**src/rtl/decode_stage_if.sv**
```systemverilog
// Fetch-side and execute-side handshake bundle of decode_stage.
// The master modport is the decode stage itself; slave is its environment.
interface decode_stage_if #(
  parameter int INSTR_W = 32,
  parameter int REG_AW  = 5
);
  logic               in_valid;
  logic               in_ready;
  logic [INSTR_W-1:0] in_instr;
  logic               out_valid;
  logic               out_ready;
  logic               out_read_enable;
  logic [REG_AW-1:0]  out_read_addr1;
  logic [REG_AW-1:0]  out_read_addr2;
  logic [REG_AW-1:0]  out_write_addr;
  logic [INSTR_W-1:0] out_imm;
  logic [2:0]         out_alu_op;
  logic               out_reg_wr;
  logic               out_mem_rd;
  logic               out_mem_wr;
  logic               out_alu_src;

  modport master (
    input  in_valid, in_instr, out_ready,
    output in_ready, out_valid, out_read_enable, out_read_addr1, out_read_addr2,
           out_write_addr, out_imm, out_alu_op, out_reg_wr, out_mem_rd,
           out_mem_wr, out_alu_src
  );

  modport slave (
    output in_valid, in_instr, out_ready,
    input  in_ready, out_valid, out_read_enable, out_read_addr1, out_read_addr2,
           out_write_addr, out_imm, out_alu_op, out_reg_wr, out_mem_rd,
           out_mem_wr, out_alu_src
  );
endinterface

```
**src/rtl/decode_stage.sv**
```systemverilog
// Decode stage with load-use interlock and flush; DECODE_ILLEGAL_TRAP_EN drops illegal opcodes and raises sticky illegal_op.
// Latency 1 cycle; the output slot holds stable while out_valid && !out_ready, and fetch stalls behind it.
module decode_stage #(
  parameter int INSTR_W          = 32,
  parameter int OPC_W            = 6,
  parameter int REG_AW           = 5,
  parameter int IMM_W            = 16,
  parameter int LOAD_USE_BUBBLES = 1
) (
  input  logic              clk,
  input  logic              rst,
  input  logic              flush,
  decode_stage_if.master    bus,
  output logic              illegal_op
);

  localparam logic [OPC_W-1:0] OP_NOP  = OPC_W'(0);
  localparam logic [OPC_W-1:0] OP_RR   = OPC_W'(1);
  localparam logic [OPC_W-1:0] OP_ALUI = OPC_W'(2);
  localparam logic [OPC_W-1:0] OP_LD   = OPC_W'(3);
  localparam logic [OPC_W-1:0] OP_ST   = OPC_W'(4);

  typedef enum logic {RUN, STALL} state_t;

  state_t             state_q;
  logic [3:0]         cnt_q;
  logic               last_ld_valid_q;
  logic [REG_AW-1:0]  last_ld_addr_q;

  logic               out_valid_q;
  logic [REG_AW-1:0]  rd1_q, rd2_q, wa_q;
  logic [INSTR_W-1:0] imm_q;
  logic [2:0]         alu_op_q;
  logic               reg_wr_q, mem_rd_q, mem_wr_q, alu_src_q;

  logic [OPC_W-1:0]   opc;
  logic [REG_AW-1:0]  rs, rt, rd;
  logic [INSTR_W-1:0] imm_d;
  logic [REG_AW-1:0]  wa_d;
  logic [2:0]         alu_op_d;
  logic               reg_wr_d, mem_rd_d, mem_wr_d, alu_src_d;
  logic               uses_rt, hazard, advance, in_ready, accept, stall_start, load_slot;

  assign opc   = bus.in_instr[INSTR_W-1 -: OPC_W];
  assign rs    = bus.in_instr[INSTR_W-OPC_W-1 -: REG_AW];
  assign rt    = bus.in_instr[INSTR_W-OPC_W-REG_AW-1 -: REG_AW];
  assign rd    = bus.in_instr[INSTR_W-OPC_W-2*REG_AW-1 -: REG_AW];
  assign imm_d = {{(INSTR_W-IMM_W){bus.in_instr[IMM_W-1]}}, bus.in_instr[IMM_W-1:0]};

  always_comb begin
    wa_d      = '0;
    alu_op_d  = 3'd0;
    reg_wr_d  = 1'b0;
    mem_rd_d  = 1'b0;
    mem_wr_d  = 1'b0;
    alu_src_d = 1'b0;
    case (opc)
      OP_RR: begin
        reg_wr_d = 1'b1;
        alu_op_d = bus.in_instr[2:0];
        wa_d     = rd;
      end
      OP_ALUI: begin
        reg_wr_d  = 1'b1;
        alu_src_d = 1'b1;
        wa_d      = rt;
      end
      OP_LD: begin
        mem_rd_d  = 1'b1;
        reg_wr_d  = 1'b1;
        alu_src_d = 1'b1;
        wa_d      = rt;
      end
      OP_ST: begin
        mem_wr_d  = 1'b1;
        alu_src_d = 1'b1;
      end
      default: ;
    endcase
  end

  // rt only counts as a source for instructions that actually read it
  assign uses_rt     = (opc == OP_RR) || (opc == OP_ST);
  assign hazard      = last_ld_valid_q &&
                       ((last_ld_addr_q == rs) || (uses_rt && (last_ld_addr_q == rt)));
  assign advance     = !out_valid_q || bus.out_ready;
  assign in_ready    = !rst && (state_q == RUN) && !flush && advance && !hazard;
  assign accept      = bus.in_valid && in_ready;
  assign stall_start = (state_q == RUN) && !flush && bus.in_valid && hazard && advance;

`ifdef DECODE_ILLEGAL_TRAP_EN
  logic dec_illegal;
  logic illegal_q;
  assign dec_illegal = (opc > OP_ST);
  assign load_slot   = accept && !dec_illegal;
  assign illegal_op  = illegal_q;

  always_ff @(posedge clk or posedge rst) begin
    if (rst) begin
      illegal_q <= 1'b0;
    end else if (flush) begin
      illegal_q <= 1'b0;
    end else if (accept && dec_illegal) begin
      illegal_q <= 1'b1;
    end
  end
`else
  assign load_slot  = accept;
  assign illegal_op = 1'b0;
`endif

  always_ff @(posedge clk or posedge rst) begin
    if (rst) begin
      state_q         <= RUN;
      cnt_q           <= 4'd0;
      last_ld_valid_q <= 1'b0;
      last_ld_addr_q  <= '0;
      out_valid_q     <= 1'b0;
      rd1_q           <= '0;
      rd2_q           <= '0;
      wa_q            <= '0;
      imm_q           <= '0;
      alu_op_q        <= 3'd0;
      reg_wr_q        <= 1'b0;
      mem_rd_q        <= 1'b0;
      mem_wr_q        <= 1'b0;
      alu_src_q       <= 1'b0;
    end else if (flush) begin
      state_q         <= RUN;
      cnt_q           <= 4'd0;
      last_ld_valid_q <= 1'b0;
      out_valid_q     <= 1'b0;
    end else begin
      case (state_q)
        RUN: begin
          if (stall_start) begin
            state_q <= STALL;
            cnt_q   <= 4'(LOAD_USE_BUBBLES);
          end
        end
        STALL: begin
          // Leaving on the last count gives exactly LOAD_USE_BUBBLES stalled cycles
          if (cnt_q <= 4'd1) begin
            cnt_q           <= 4'd0;
            state_q         <= RUN;
            last_ld_valid_q <= 1'b0;
          end else begin
            cnt_q <= cnt_q - 4'd1;
          end
        end
        default: state_q <= RUN;
      endcase

      if (accept) begin
        last_ld_valid_q <= (opc == OP_LD) && (rt != '0);
        last_ld_addr_q  <= rt;
      end

      if (load_slot) begin
        out_valid_q <= 1'b1;
        rd1_q       <= rs;
        rd2_q       <= rt;
        wa_q        <= wa_d;
        imm_q       <= imm_d;
        alu_op_q    <= alu_op_d;
        reg_wr_q    <= reg_wr_d;
        mem_rd_q    <= mem_rd_d;
        mem_wr_q    <= mem_wr_d;
        alu_src_q   <= alu_src_d;
      end else if (accept || bus.out_ready) begin
        out_valid_q <= 1'b0;
      end
    end
  end

  assign bus.in_ready        = in_ready;
  assign bus.out_valid       = out_valid_q;
  assign bus.out_read_enable = out_valid_q;
  assign bus.out_read_addr1  = rd1_q;
  assign bus.out_read_addr2  = rd2_q;
  assign bus.out_write_addr  = wa_q;
  assign bus.out_imm         = imm_q;
  assign bus.out_alu_op      = alu_op_q;
  assign bus.out_reg_wr      = reg_wr_q;
  assign bus.out_mem_rd      = mem_rd_q;
  assign bus.out_mem_wr      = mem_wr_q;
  assign bus.out_alu_src     = alu_src_q;

endmodule

```
**src/flat_wrapper.sv**
```systemverilog
// flat-port wrapper written by rule: the top's interface ports become plain ports
module decode_stage_flat 
#(
  parameter int INSTR_W          = 32,
  parameter int OPC_W            = 6,
  parameter int REG_AW           = 5,
  parameter int IMM_W            = 16,
  parameter int LOAD_USE_BUBBLES = 1
)
  (clk, rst, flush, illegal_op, bus_in_valid, bus_in_instr, bus_out_ready, bus_in_ready, bus_out_valid, bus_out_read_enable, bus_out_read_addr1, bus_out_read_addr2, bus_out_write_addr, bus_out_imm, bus_out_alu_op, bus_out_reg_wr, bus_out_mem_rd, bus_out_mem_wr, bus_out_alu_src);
  decode_stage_if #(.INSTR_W(INSTR_W), .REG_AW(REG_AW)) bus_i ();
  input  logic clk;
  input  logic rst;
  input  logic flush;
  output logic illegal_op;
  input wire logic [$bits(bus_i.in_valid)-1:0] bus_in_valid;
  input wire logic [$bits(bus_i.in_instr)-1:0] bus_in_instr;
  input wire logic [$bits(bus_i.out_ready)-1:0] bus_out_ready;
  output wire logic [$bits(bus_i.in_ready)-1:0] bus_in_ready;
  output wire logic [$bits(bus_i.out_valid)-1:0] bus_out_valid;
  output wire logic [$bits(bus_i.out_read_enable)-1:0] bus_out_read_enable;
  output wire logic [$bits(bus_i.out_read_addr1)-1:0] bus_out_read_addr1;
  output wire logic [$bits(bus_i.out_read_addr2)-1:0] bus_out_read_addr2;
  output wire logic [$bits(bus_i.out_write_addr)-1:0] bus_out_write_addr;
  output wire logic [$bits(bus_i.out_imm)-1:0] bus_out_imm;
  output wire logic [$bits(bus_i.out_alu_op)-1:0] bus_out_alu_op;
  output wire logic [$bits(bus_i.out_reg_wr)-1:0] bus_out_reg_wr;
  output wire logic [$bits(bus_i.out_mem_rd)-1:0] bus_out_mem_rd;
  output wire logic [$bits(bus_i.out_mem_wr)-1:0] bus_out_mem_wr;
  output wire logic [$bits(bus_i.out_alu_src)-1:0] bus_out_alu_src;
  assign bus_i.in_valid = bus_in_valid;
  assign bus_i.in_instr = bus_in_instr;
  assign bus_i.out_ready = bus_out_ready;
  assign bus_in_ready = bus_i.in_ready;
  assign bus_out_valid = bus_i.out_valid;
  assign bus_out_read_enable = bus_i.out_read_enable;
  assign bus_out_read_addr1 = bus_i.out_read_addr1;
  assign bus_out_read_addr2 = bus_i.out_read_addr2;
  assign bus_out_write_addr = bus_i.out_write_addr;
  assign bus_out_imm = bus_i.out_imm;
  assign bus_out_alu_op = bus_i.out_alu_op;
  assign bus_out_reg_wr = bus_i.out_reg_wr;
  assign bus_out_mem_rd = bus_i.out_mem_rd;
  assign bus_out_mem_wr = bus_i.out_mem_wr;
  assign bus_out_alu_src = bus_i.out_alu_src;
  decode_stage #(.INSTR_W(INSTR_W), .OPC_W(OPC_W), .REG_AW(REG_AW), .IMM_W(IMM_W), .LOAD_USE_BUBBLES(LOAD_USE_BUBBLES)) u_core (.clk(clk), .rst(rst), .flush(flush), .bus(bus_i), .illegal_op(illegal_op));
endmodule
```
**config.mk**
```make
export PLATFORM = sky130hd
export DESIGN_NAME = decode_stage_flat
export DESIGN_NICKNAME = d
export VERILOG_FILES = /design/src/rtl/decode_stage_if.sv /design/src/rtl/decode_stage.sv /design/src/flat_wrapper.sv
export SDC_FILE = /design/constraint.sdc
export NUM_CORES = 1
export LEC_CHECK = 0
export ABC_AREA = 1
export CELL_PAD_IN_SITES_DETAIL_PLACEMENT = 0
export CELL_PAD_IN_SITES_GLOBAL_PLACEMENT = 2
export CORE_MARGIN = 5
export CORE_UTILIZATION = 23
export CTS_BUF_LIST = sky130_fd_sc_hd__clkbuf_16
export DETAILED_ROUTE_END_ITERATION = 10
export HOLD_SLACK_MARGIN = 0.05
export PLACE_DENSITY_LB_ADDON = 0.1
export RECOVER_POWER = 50
export SETUP_SLACK_MARGIN = 0.15
export SYNTH_ARGS = -nofsm -noshare
export SYNTH_HDL_FRONTEND = slang
export SYNTH_SLANG_ARGS = --single-unit
```
**constraint.sdc**
```tcl
create_clock -name clk -period 2.92 [get_ports clk]
set_clock_uncertainty 0.1 [all_clocks]
set_input_delay 0.876 -clock clk [delete_from_list [all_inputs] [get_ports clk]]
set_output_delay 0.876 -clock clk [all_outputs]
set_load 0.01 [all_outputs]
```
==> results of run 1 <==
synth_stat cells:
cell / n / area (sq um)
buf_2: 4 / 20.0
a41oi_1: 1 / 8.76
nor2_4: 1 / 11.3
or2_2: 1 / 6.26
clkinv_1: 1 / 3.75
a22oi_1: 5 / 37.5
o21ai_0: 23 / 115
nand4_1: 1 / 6.26
nand2_1: 93 / 349
nand3_1: 30 / 150
o21ai_2: 1 / 8.76
nor2_2: 2 / 12.5
xnor2_1: 2 / 17.5
a21oi_1: 3 / 15.0
conb_1: 1 / 3.75
clkbuf_2: 1 / 5.00
inv_1: 24 / 90.1
inv_2: 1 / 3.75
a21boi_2: 1 / 11.3
buf_6: 2 / 22.5
dfrtp_1: 45 / 1130
xor2_1: 2 / 17.5
a31oi_1: 1 / 6.26
nor3_1: 2 / 10.0
nor2_1: 13 / 48.8
nor4_1: 1 / 6.26
ha_1: 2 / 25.0
clkbuf_1: 3 / 11.3
buf_4: 18 / 135
nand3_2: 1 / 10.0
repair_timing:
action	in CTS	in global routing
pin swaps	20	21
buffers inserted	41	1
gates cloned	0	1
endpoints found under the setup margin	1	13
gates resized for setup	77	38
cell usage in the layout, fill, tap and decap left out, drive strengths merged:
cell | netlist | final
buf | 24 | 74
xnor2 | 2 | 2
nand4 | 1 | 1
a22oi | 5 | 5
nor4 | 1 | 1
conb | 1 | 1
clkinvlp | 0 | 3
inv | 25 | 27
or2 | 1 | 1
a31oi | 1 | 1
a41oi | 1 | 1
clkdlybuf4s50 | 0 | 73
dfrtp | 45 | 45
nor2 | 16 | 16
o21ai | 24 | 24
ha | 2 | 2
nand3 | 31 | 31
a21oi | 3 | 3
xor2 | 2 | 2
dlygate4sd2 | 0 | 2
nand2 | 93 | 93
clkbuf | 4 | 11
a21boi | 1 | 1
nor3 | 2 | 2
clkdlybuf4s15 | 0 | 2
kinds of logic after synthesis:
| logic type | after synthesis | share of synthesized area (%) |
|---|---|---|
| and+or+nand+nor | 145 | 26.6 |
| buffers and inverters | 54 | 12.7 |
| AOI/OAI and AO/OA | 35 | 8.83 |
| other | 1 | 0.163 |
| DFF | 45 | 49.1 |
| adders and majority gates | 2 | 1.09 |
| xor gates and xnor gates | 4 | 1.53 |
worst min path at each step:
| stage | cells after the start | start | slack, ns | to |
|---|---|---|---|---|
| global route | 2 | u_core.bus.out_imm[4] | 0.41 | u_core.bus.out_imm[4] |
| floorplan | 2 | u_core.cnt_q[1] | 0.40 | u_core.cnt_q[1] |
| CTS | 2 | u_core.bus.out_imm[10] | 0.39 | u_core.bus.out_imm[10] |
| global placement | 2 | u_core.bus.out_imm[5] | 0.36 | u_core.bus.out_imm[5] |
| detailed placement | 2 | u_core.bus.out_imm[11] | 0.36 | u_core.bus.out_imm[11] |
| finish | 2 | u_core.bus.out_read_addr1[0] | 0.38 | u_core.bus.out_read_addr1[0] |
area by class of cell:
cell class / instances / area [sq um] / share of cell area (%)
repair buffers: 157 / 1380 / 35.7
flip-flops and latches: 45 / 1130 / 29.2
multi-input cells: 187 / 940 / 24.3
well taps: 133 / 166 / 4.31
clock buffers: 5 / 125 / 3.24
inverters: 26 / 101 / 2.62
clock inverters: 3 / 15.0 / 0.389
repair inverters: 1 / 7.51 / 0.194
worst max-delay path, cell delays in order:
cell      delay, ns
buf_4          0.12
nor2_2         0.09
nand3_1        0.12
nand2_1        0.12
nand2_1        0.09
o21ai_4        0.16
a21boi_2       0.08
buf_2          0.14
registers in the layout (all words and copies together), names as in the netlist:
register	cells
u_core.bus.out_read_enable	1
u_core.last_ld_valid_q	1
u_core.bus.out_reg_wr	1
u_core.bus.out_imm	16
u_core.bus.out_mem_rd	1
u_core.bus.out_alu_op	3
u_core.cnt_q	4
u_core.bus.out_mem_wr	1
u_core.last_ld_addr_q	5
u_core.bus.out_write_addr	5
u_core.state_q	1
u_core.bus.out_alu_src	1
u_core.bus.out_read_addr1	5
report_power, final:
part	switching [W]	total, W	internal, W
Sequential	0.0000648	0.000759	0.000695
Clock	0.000230	0.000541	0.000311
Combinational	0.000243	0.000561	0.000318
metrics by stage:
step	util [%]	instance area, sq um	setup WS [ns]
after floorplan	-	2290	0.249
after global placement	34.8	3400	-0.650
after detailed placement	34.8	3400	-0.608
after CTS	39.2	3830	0.151
after global routing	39.5	3860	0.0655
final	39.5	3860	0.138
metal layers:
metal	GRT usage [%]	vias up
met3	4.40	4
met5	0	-
met2	21.2	66
met1	16.1	1040
met4	3.21	0
li1	-	1164
==> out/metrics.yaml, run 1 <==
flow_run:
  cap_viol_max_count: 0
worst_setup_path:
  worstPathArrival_ns: 1.81
  end_kind: "primary output"
  r2r_cells: 11
  crit_end: "bus_in_ready"
  start_kind: "input port"
  r2r_start: "u_core.last_ld_addr_q[1]"
  crit_type: "in2out"
  reg2reg_slack_ns: 0.67
  startpoint: "bus_in_instr[26]"
  required_ns: 1.94
  path_max_fanout: 2
  r2r-end: "u_core.bus.out_reg_wr"
timing:
  whs_ns: 0.379
  tns_ns: 0
  tightest_slew_ns: 1.17
  rsz0062_at_grt: "yes"
  maxSlewViolCount: 0
  max_slew_margin_pct: 22.2
  fmax_mhz: 359
  finalHoldViolations: 0
  layout_min_cycle_time_ns: 2.78
  setup_viol_count_final: 0
  finalCritPeriodShare_pct: 95.3
power:
  power_density_mw_per_mm2: 482
  power_leakage_nw: 1.84
  power_w: 0.00186
  peakVddDrop_uv: 223
clock_tree:
  htreeDepth: 2
  ctsHoldBuffers: 0
  cts.clk_slew.worst_paths_ns: 0.06
  root_buffer: "clkbuf_16"
  cts_sinks: 45
  cts_made_buffers: 5
  clockBufferDepth: 2
  cts_tree: "yes"
  insertion_delay_ns: 0.28
global_route:
  grt_pass1_vias: 2380
  grt_pass1_wl_um: 11900
  grt-ovfl-total: 0
  antenna_found_initial: 0
  grt_max_degree: 46
  track_usage_pct: 12.9
layout:
  layout-drive-gt1-share_pct: 26.7
  fillers: 1047
  areaGrowthSynthToFinish_pct: 68.3
  n_antenna_cell: 0
  instances_no_fill: 557
  num-nets-final: 462
worst_hold_path:
  hp-class: "reg2reg"
drt:
  wirelength_um: 7650
  top_layer_used: "met4"
  firstDrtPassIters: 5
  drt_drc_violations_left: 0
  wl_per_cell_um: 13.7
  wl_met1_um: 3390
  via_count: 2274
  wl_met3_um: 599
  wl_met2_um: 3610
  ant_nets: 0
  dr.first_iter.drc_count: 34
  vias_per_cell: 4.08
die:
  core.rowCount: 36
  die_h_um: 110
  coreArea_sq_mm: 0.00977
  io_pins: 95
  start_util_pct: 23.5
  dieWidth_um: 110
  dieArea_sq_mm: 0.0121
yosys:
  postSynthCellCount: 286
  ys_seq_area_share_pct: 49.1
  syn_area_per_cell_sq_um: 8.02
  yosys_warnings: 0
  synth_area_sq_mm: 0.00229
  synthDistinctLibCells: 30
  synth_nets: 325
  ys_ff_latch: 45
place:
  gp_congestion: 0.721
  hpwl_um: 5130
  numPortBuffers: 93
  dp_cells: 506
run_status:
  outcome: "finished clean"
(Power assumes the default switching activity.)
==> run 2: changes to the inputs <==
Settings changed: CORE_MARGIN 5 to 4.
==> run 2 against run 1 <==
  * Clock-buffer cell count unchanged
  * Sequential share of layout area up 1.3 points
  * Power up 3.9%
==> out/metrics.yaml, run 2 (same netlist as run 1, synthesis figures left out) <==
clock_tree:
  htreeDepth: 2  # unchanged
  insertion_delay_ns: 0.28  # about the same
  cts_sinks: 45  # unchanged
  cts.clk_slew.worst_paths_ns: 0.06  # about the same
  cts_tree: "yes"
  ctsHoldBuffers: 0  # unchanged
  root_buffer: "clkbuf_16"
  clockBufferDepth: 2  # unchanged
  cts_made_buffers: 5  # unchanged
drt:
  drt_drc_violations_left: 0  # unchanged
  via_count: 2196  # -3.4%
  wl_per_cell_um: 13.5  # -1.3%
  vias_per_cell: 4.12  # +0.92%
  dr.first_iter.drc_count: 67  # +97%
  wirelength_um: 7220  # -5.6%
  firstDrtPassIters: 4  # -1
  ant_nets: 0  # unchanged
timing:
  max_slew_margin_pct: 21.2  # -0.97 points
  finalHoldViolations: 0  # unchanged
  maxSlewViolCount: 0  # unchanged
  finalCritPeriodShare_pct: 95.0  # -0.27 points
  setup_viol_count_final: 0  # unchanged
  fmax_mhz: 360  # +0.29%
  rsz0062_at_grt: "no"
  layout_min_cycle_time_ns: 2.77  # -0.00792 ns
  setup_ws_ns: 0.146  # +0.00792 ns
  tightest_slew_ns: 1.18  # +0.0145 ns
die:
  dieWidth_um: 108  # -1.8%
  coreArea_sq_mm: 0.00973  # -0.46%
  start_util_pct: 23.6  # +0.11 points
  die_h_um: 108  # -1.8%
  io_pins: 95  # unchanged
  dieArea_sq_mm: 0.0116  # -3.6%
  core.rowCount: 36  # unchanged
power:
  intPower_w: 0.00140  # +5.5%
  power_leakage_nw: 1.73  # -6.1%
  power_density_mw_per_mm2: 524  # +8.7%
  power_w: 0.00194  # +3.9%
  comb_power_share_pct: 28.0  # -2.1 points
  seqPwrFrac_pct: 39.1  # -1.7 points
  peakVddDrop_uv: 246  # +10%
  p_sw_share_pct: 27.8  # -1.1 points
  p_sw_w: 0.000539  # about the same
  clockPowerShare_pct: 32.9  # +3.8 points
worst_setup_path:
  worstPathArrival_ns: 1.80  # about the same
  path_max_fanout: 3  # +1
  required_ns: 1.94  # about the same
  start_kind: "input port"
  end_kind: "primary output"
  crit_type: "in2out"
layout:
  final_cell_mix: "nand2_1, clkdlybuf4s50_1, dfrtp_1"
  areaGrowthSynthToFinish_pct: 60.9
  fillers: 1061  # +1.3%
  layout-drive-gt1-share_pct: 22.0  # -4.7 points
  largest_reg_flops: 16  # unchanged
  num-nets-final: 438  # -5.2%
  n_antenna_cell: 0  # unchanged
  multi_input_area_sq_um: 952  # +1.3%
  instances_no_fill: 533  # -4.3%
  layout_commonest_cell: "nand2_1"
  seqCellArea_sq_mm: 0.00113  # unchanged
  final_util_pct: 37.9  # -1.6 points
place:
  dpl_worst_slack_ns: -0.663  # -0.0548 ns
  dp_cells: 508  # +0.40%
  numPortBuffers: 93  # unchanged
  gp_congestion: 0.704  # -2.4%
  hpwl_um: 5160  # +0.75%
run_status:
  outcome: "finished clean"
global_route:
  grt_max_degree: 46  # unchanged
  grt-ovfl-total: 0  # unchanged
  track_usage_pct: 12.8  # -0.049 points
  grt_pass1_vias: 2253  # -5.3%
  grt_pass1_wl_um: 11600  # -2.8%
  antenna_found_initial: 0  # unchanged
worst_hold_path:
  hp-class: "reg2reg"
flow_run:
  cap_viol_max_count: 0  # unchanged
## run 2: cell count changes in the layout (fill, tap and decap cells not counted), moves of 2 or more
cell,change
buf_6,-5
clkdlybuf4s50_1,-4
o21ai_1,-4
buf_4,-21
dlygate4sd3_1,+4
clkbuf_1,+3
o21ai_0,+3
nand2_2,+2
## run 2: area by class of cell
cell class | instances | area share [%]
Tap cell | 133 | 4.51
Clock inverter | 3 | 1.12
Timing Repair Buffer | 133 | 31.7
Sequential cell | 45 | 30.5
Multi-Input combinational cell | 187 | 25.8
Inverter | 26 | 2.75
Timing Repair inverter | 1 | 0.203
Clock buffer | 5 | 3.39
## run 2: final timing paths
path / startpoint / cells after the start / slack (ns) / endpoint
setup / recovery: bus_in_instr[31] / 8 / 0.15 / bus_in_ready
hold / removal: u_core.bus.out_imm[10] / 2 / 0.38 / u_core.bus.out_imm[10]
setup reg to reg: u_core.last_ld_addr_q[0] / 11 / 0.64 / u_core.bus.out_read_addr1[1]
hold reg to reg: u_core.bus.out_imm[10] / 2 / 0.38 / u_core.bus.out_imm[10]
max in group asynchronous: rst / 4 / 0.82 / u_core.bus.out_imm[14]
min in group asynchronous: rst / 4 / 1.17 / u_core.cnt_q[3]
## run 2: metrics by stage
stage,area (sq um),TNS (ns),hold slack [ns]
2_1_floorplan,2290,0,0.401
3_3_place_gp,3400,-0.692,0.364
3_5_place_dp,3400,-0.663,0.369
4_1_cts,3670,0,0.391
5_1_grt,3690,0,0.393
6_report,3690,0,0.380
## run 2: per-layer routing
layer  track usage, %  wire [um]  up-vias
li1                 -          -     1117
met1             17.1       3310     1014
met2             20.0       3320       58
met3             3.78        493        7
met4             3.70         97        0
met5                0          0        -
## run 2: worst max-delay path, cell delays in order
cell and delay [ns]:
buf_6 0.10, nor2_4 0.13, nand3_1 0.15, nand2_2 0.09, nand2_1 0.07, o21ai_4 0.18
a21boi_4 0.08, buf_6 0.13
## run 2: power groups by stage
stage	Clock [W]	Sequential [W]	Combinational, W
floorplan	0	0.000793	0.000222
global placement	0	0.000769	0.000543
detailed placement	0	0.000770	0.000543
CTS	0.000666	0.000760	0.000551
global route	0.000694	0.000772	0.000591
finish	0.000637	0.000757	0.000541
## run 2: repair_timing
action,CTS,global route
buffers inserted,14,2
resized for setup,84,25
gates cloned,0,1
pin swaps,22,19
setup endpoints to repair,1,10
==> run 3: changes to the inputs <==
Settings changed: SETUP_SLACK_MARGIN 0.15 to 0.02.
==> run 3 against run 2 <==
  * Core utilization is the same
  * Largest power group unchanged
  * Setup slack lost 0.058 ns
  * Register-to-register slack gained 0.43 ns
  * Critical path type unchanged
==> out/metrics.yaml, run 3 (same netlist as run 1, synthesis figures left out) <==
run_status:
  outcome: "finished clean"
layout:
  multi_input_area_sq_um: 936  # -1.7%
  largest_reg_flops: 16  # unchanged
  num-nets-final: 437  # -0.23%
  fillers: 1041  # -1.9%
  stdcell_area_sq_mm: 0.00369  # unchanged
  final_util_pct: 37.9  # unchanged
  final_cell_mix: "nand2_1, clkdlybuf4s50_1, dfrtp_1"
  n_antenna_cell: 0  # unchanged
  layout-drive-gt1-share_pct: 19.0  # -3.0 points
  seqCellArea_sq_mm: 0.00113  # unchanged
  instances_no_fill: 532  # -0.19%
  areaGrowthSynthToFinish_pct: 60.9  # unchanged
  layout_commonest_cell: "nand2_1"
die:
  coreArea_sq_mm: 0.00973  # unchanged
  dieArea_sq_mm: 0.0116  # unchanged
  core.rowCount: 36  # unchanged
  io_pins: 95  # unchanged
  start_util_pct: 23.6  # unchanged
  dieWidth_um: 108  # unchanged
  die_h_um: 108  # unchanged
place:
  gp_congestion: 0.704  # unchanged
  numPortBuffers: 93  # unchanged
  placed_area_sq_mm: 0.00340  # unchanged
  dp_cells: 508  # unchanged
  hpwl_um: 5160  # unchanged
  dpl_worst_slack_ns: -0.663  # unchanged
flow_run:
  cap_viol_max_count: 0  # unchanged
clock_tree:
  cts.clk_slew.worst_paths_ns: 0.06  # about the same
  cts_sinks: 45  # unchanged
  clockBufferDepth: 2  # unchanged
  htreeDepth: 2  # unchanged
  root_buffer: "clkbuf_16"
  cts_made_buffers: 5  # unchanged
  insertion_delay_ns: 0.28  # about the same
  ctsHoldBuffers: 0  # unchanged
  cts_tree: "yes"
timing:
  layout_min_cycle_time_ns: 2.83  # +0.0579 ns
  tightest_slew_ns: 1.17  # -0.0142 ns
  rsz0062_at_grt: "no"
  tns_ns: 0  # unchanged
  maxSlewViolCount: 0  # unchanged
  finalCritPeriodShare_pct: 97.0  # +2.0 points
  max_slew_margin_pct: 22.2  # +0.94 points
  fmax_mhz: 353  # -2.0%
  setup_ws_ns: 0.0880  # -0.0579 ns
  setup_viol_count_final: 0  # unchanged
  finalHoldViolations: 0  # unchanged
power:
  seqPwrFrac_pct: 39.4  # +0.3 points
  peakVddDrop_uv: 245  # -0.26%
  comb_power_share_pct: 27.3  # -0.7 points
  intPower_w: 0.00138  # -1.1%
  power_leakage_nw: 1.79  # +3.4%
  p_sw_share_pct: 27.9  # +0.10 points
  clockPowerShare_pct: 33.3  # +0.4 points
  power_density_mw_per_mm2: 519  # -0.96%
  p_sw_w: 0.000535  # -0.60%
worst_setup_path:
  path_max_fanout: 2  # -1
  worstPathArrival_ns: 1.86  # +0.06 ns
  start_kind: "input port"
  r2r_cells: 12  # +1
  required_ns: 1.94  # about the same
  crit_type: "in2out"
  end_kind: "primary output"
drt:
  dr.first_iter.drc_count: 63  # -6.0%
  wirelength_um: 7230  # about the same
  ant_nets: 0  # unchanged
  wl_per_cell_um: 13.6  # +0.23%
  firstDrtPassIters: 4  # unchanged
  drt_drc_violations_left: 0  # unchanged
  via_count: 2188  # -0.36%
  vias_per_cell: 4.11  # -0.18%
worst_hold_path:
  hold-path-cell-count: 2  # unchanged
  hp-class: "reg2reg"
global_route:
  grt_pass1_wl_um: 11500  # -0.36%
  grt_pass1_vias: 2257  # +0.18%
  antenna_found_initial: 0  # unchanged
  track_usage_pct: 12.8  # -0.050 points
  grt_max_degree: 46  # unchanged
  grt-ovfl-total: 0  # unchanged
[run 3: cell count changes in the layout (fill, tap and decap cells not counted), sizes merged]
| cell | delta |
|---|---|
| clkdlybuf4s50 | -22 |
| dlygate4sd3 | +22 |
| buf | -10 |
| dlygate4sd2 | +5 |
| clkbuf | +2 |
| clkdlybuf4s15 | +1 |
| clkdlybuf4s25 | +1 |
[run 3: layout make-up]
class | count | area share, %
repair inverters | 1 | 0.203
inverters | 26 | 2.75
repair buffers | 132 | 32.2
clock buffers | 5 | 3.39
well taps | 133 | 4.51
clock inverters | 3 | 1.12
flip-flops and latches | 45 | 30.5
multi-input cells | 187 | 25.4
[run 3: final timing paths]
path	startpoint	endpoint	slack, ns
hold reg to reg	u_core.bus.out_imm[8]	u_core.bus.out_imm[8]	0.37
min in group asynchronous	rst	u_core.cnt_q[3]	1.19
setup reg to reg	u_core.last_ld_addr_q[0]	u_core.bus.out_alu_op[0]	1.07
max in group asynchronous	rst	u_core.bus.out_imm[14]	0.81
hold / removal	u_core.bus.out_imm[8]	u_core.bus.out_imm[8]	0.37
setup / recovery	bus_in_instr[21]	bus_in_ready	0.09
[run 3: repair_timing]
action	CTS	global route
endpoints found under the hold margin	0	0
resized for setup	38	26
gates cloned	0	1
endpoints found under the setup margin	1	10
setup buffers	14	1
pin swaps	13	11
[run 3: per-layer routing]
metal	routed length (um)	global-route usage (%)	vias up
li1	-	-	1112
met4	130	4.06	0
met5	0	0	-
met1	3320	16.9	1003
met2	3280	19.9	64
met3	500	3.84	9
[run 3: stage by stage]
step                total power (W)  hold WS [ns]
floorplan                   0.00101         0.401
global placement            0.00131         0.364
detailed placement          0.00131         0.369
CTS                         0.00197         0.391
global route                0.00204         0.393
finish                      0.00192         0.375
[run 3: power groups by stage]
stage | Sequential [W] | Combinational (W) | Clock, W
global placement | 0.000769 | 0.000543 | 0
global route | 0.000770 | 0.000573 | 0.000694
CTS | 0.000760 | 0.000548 | 0.000666
finish | 0.000755 | 0.000523 | 0.000638
detailed placement | 0.000770 | 0.000543 | 0
floorplan | 0.000793 | 0.000222 | 0
[run 3: critical path, stage by stage]
cell and delay (ns):
dlygate4sd2_1 0.26, xor2_1 0.16, nor2_1 0.12, nand3_2 0.12, o21ai_4 0.10, a21boi_4 0.09
buf_6 0.13
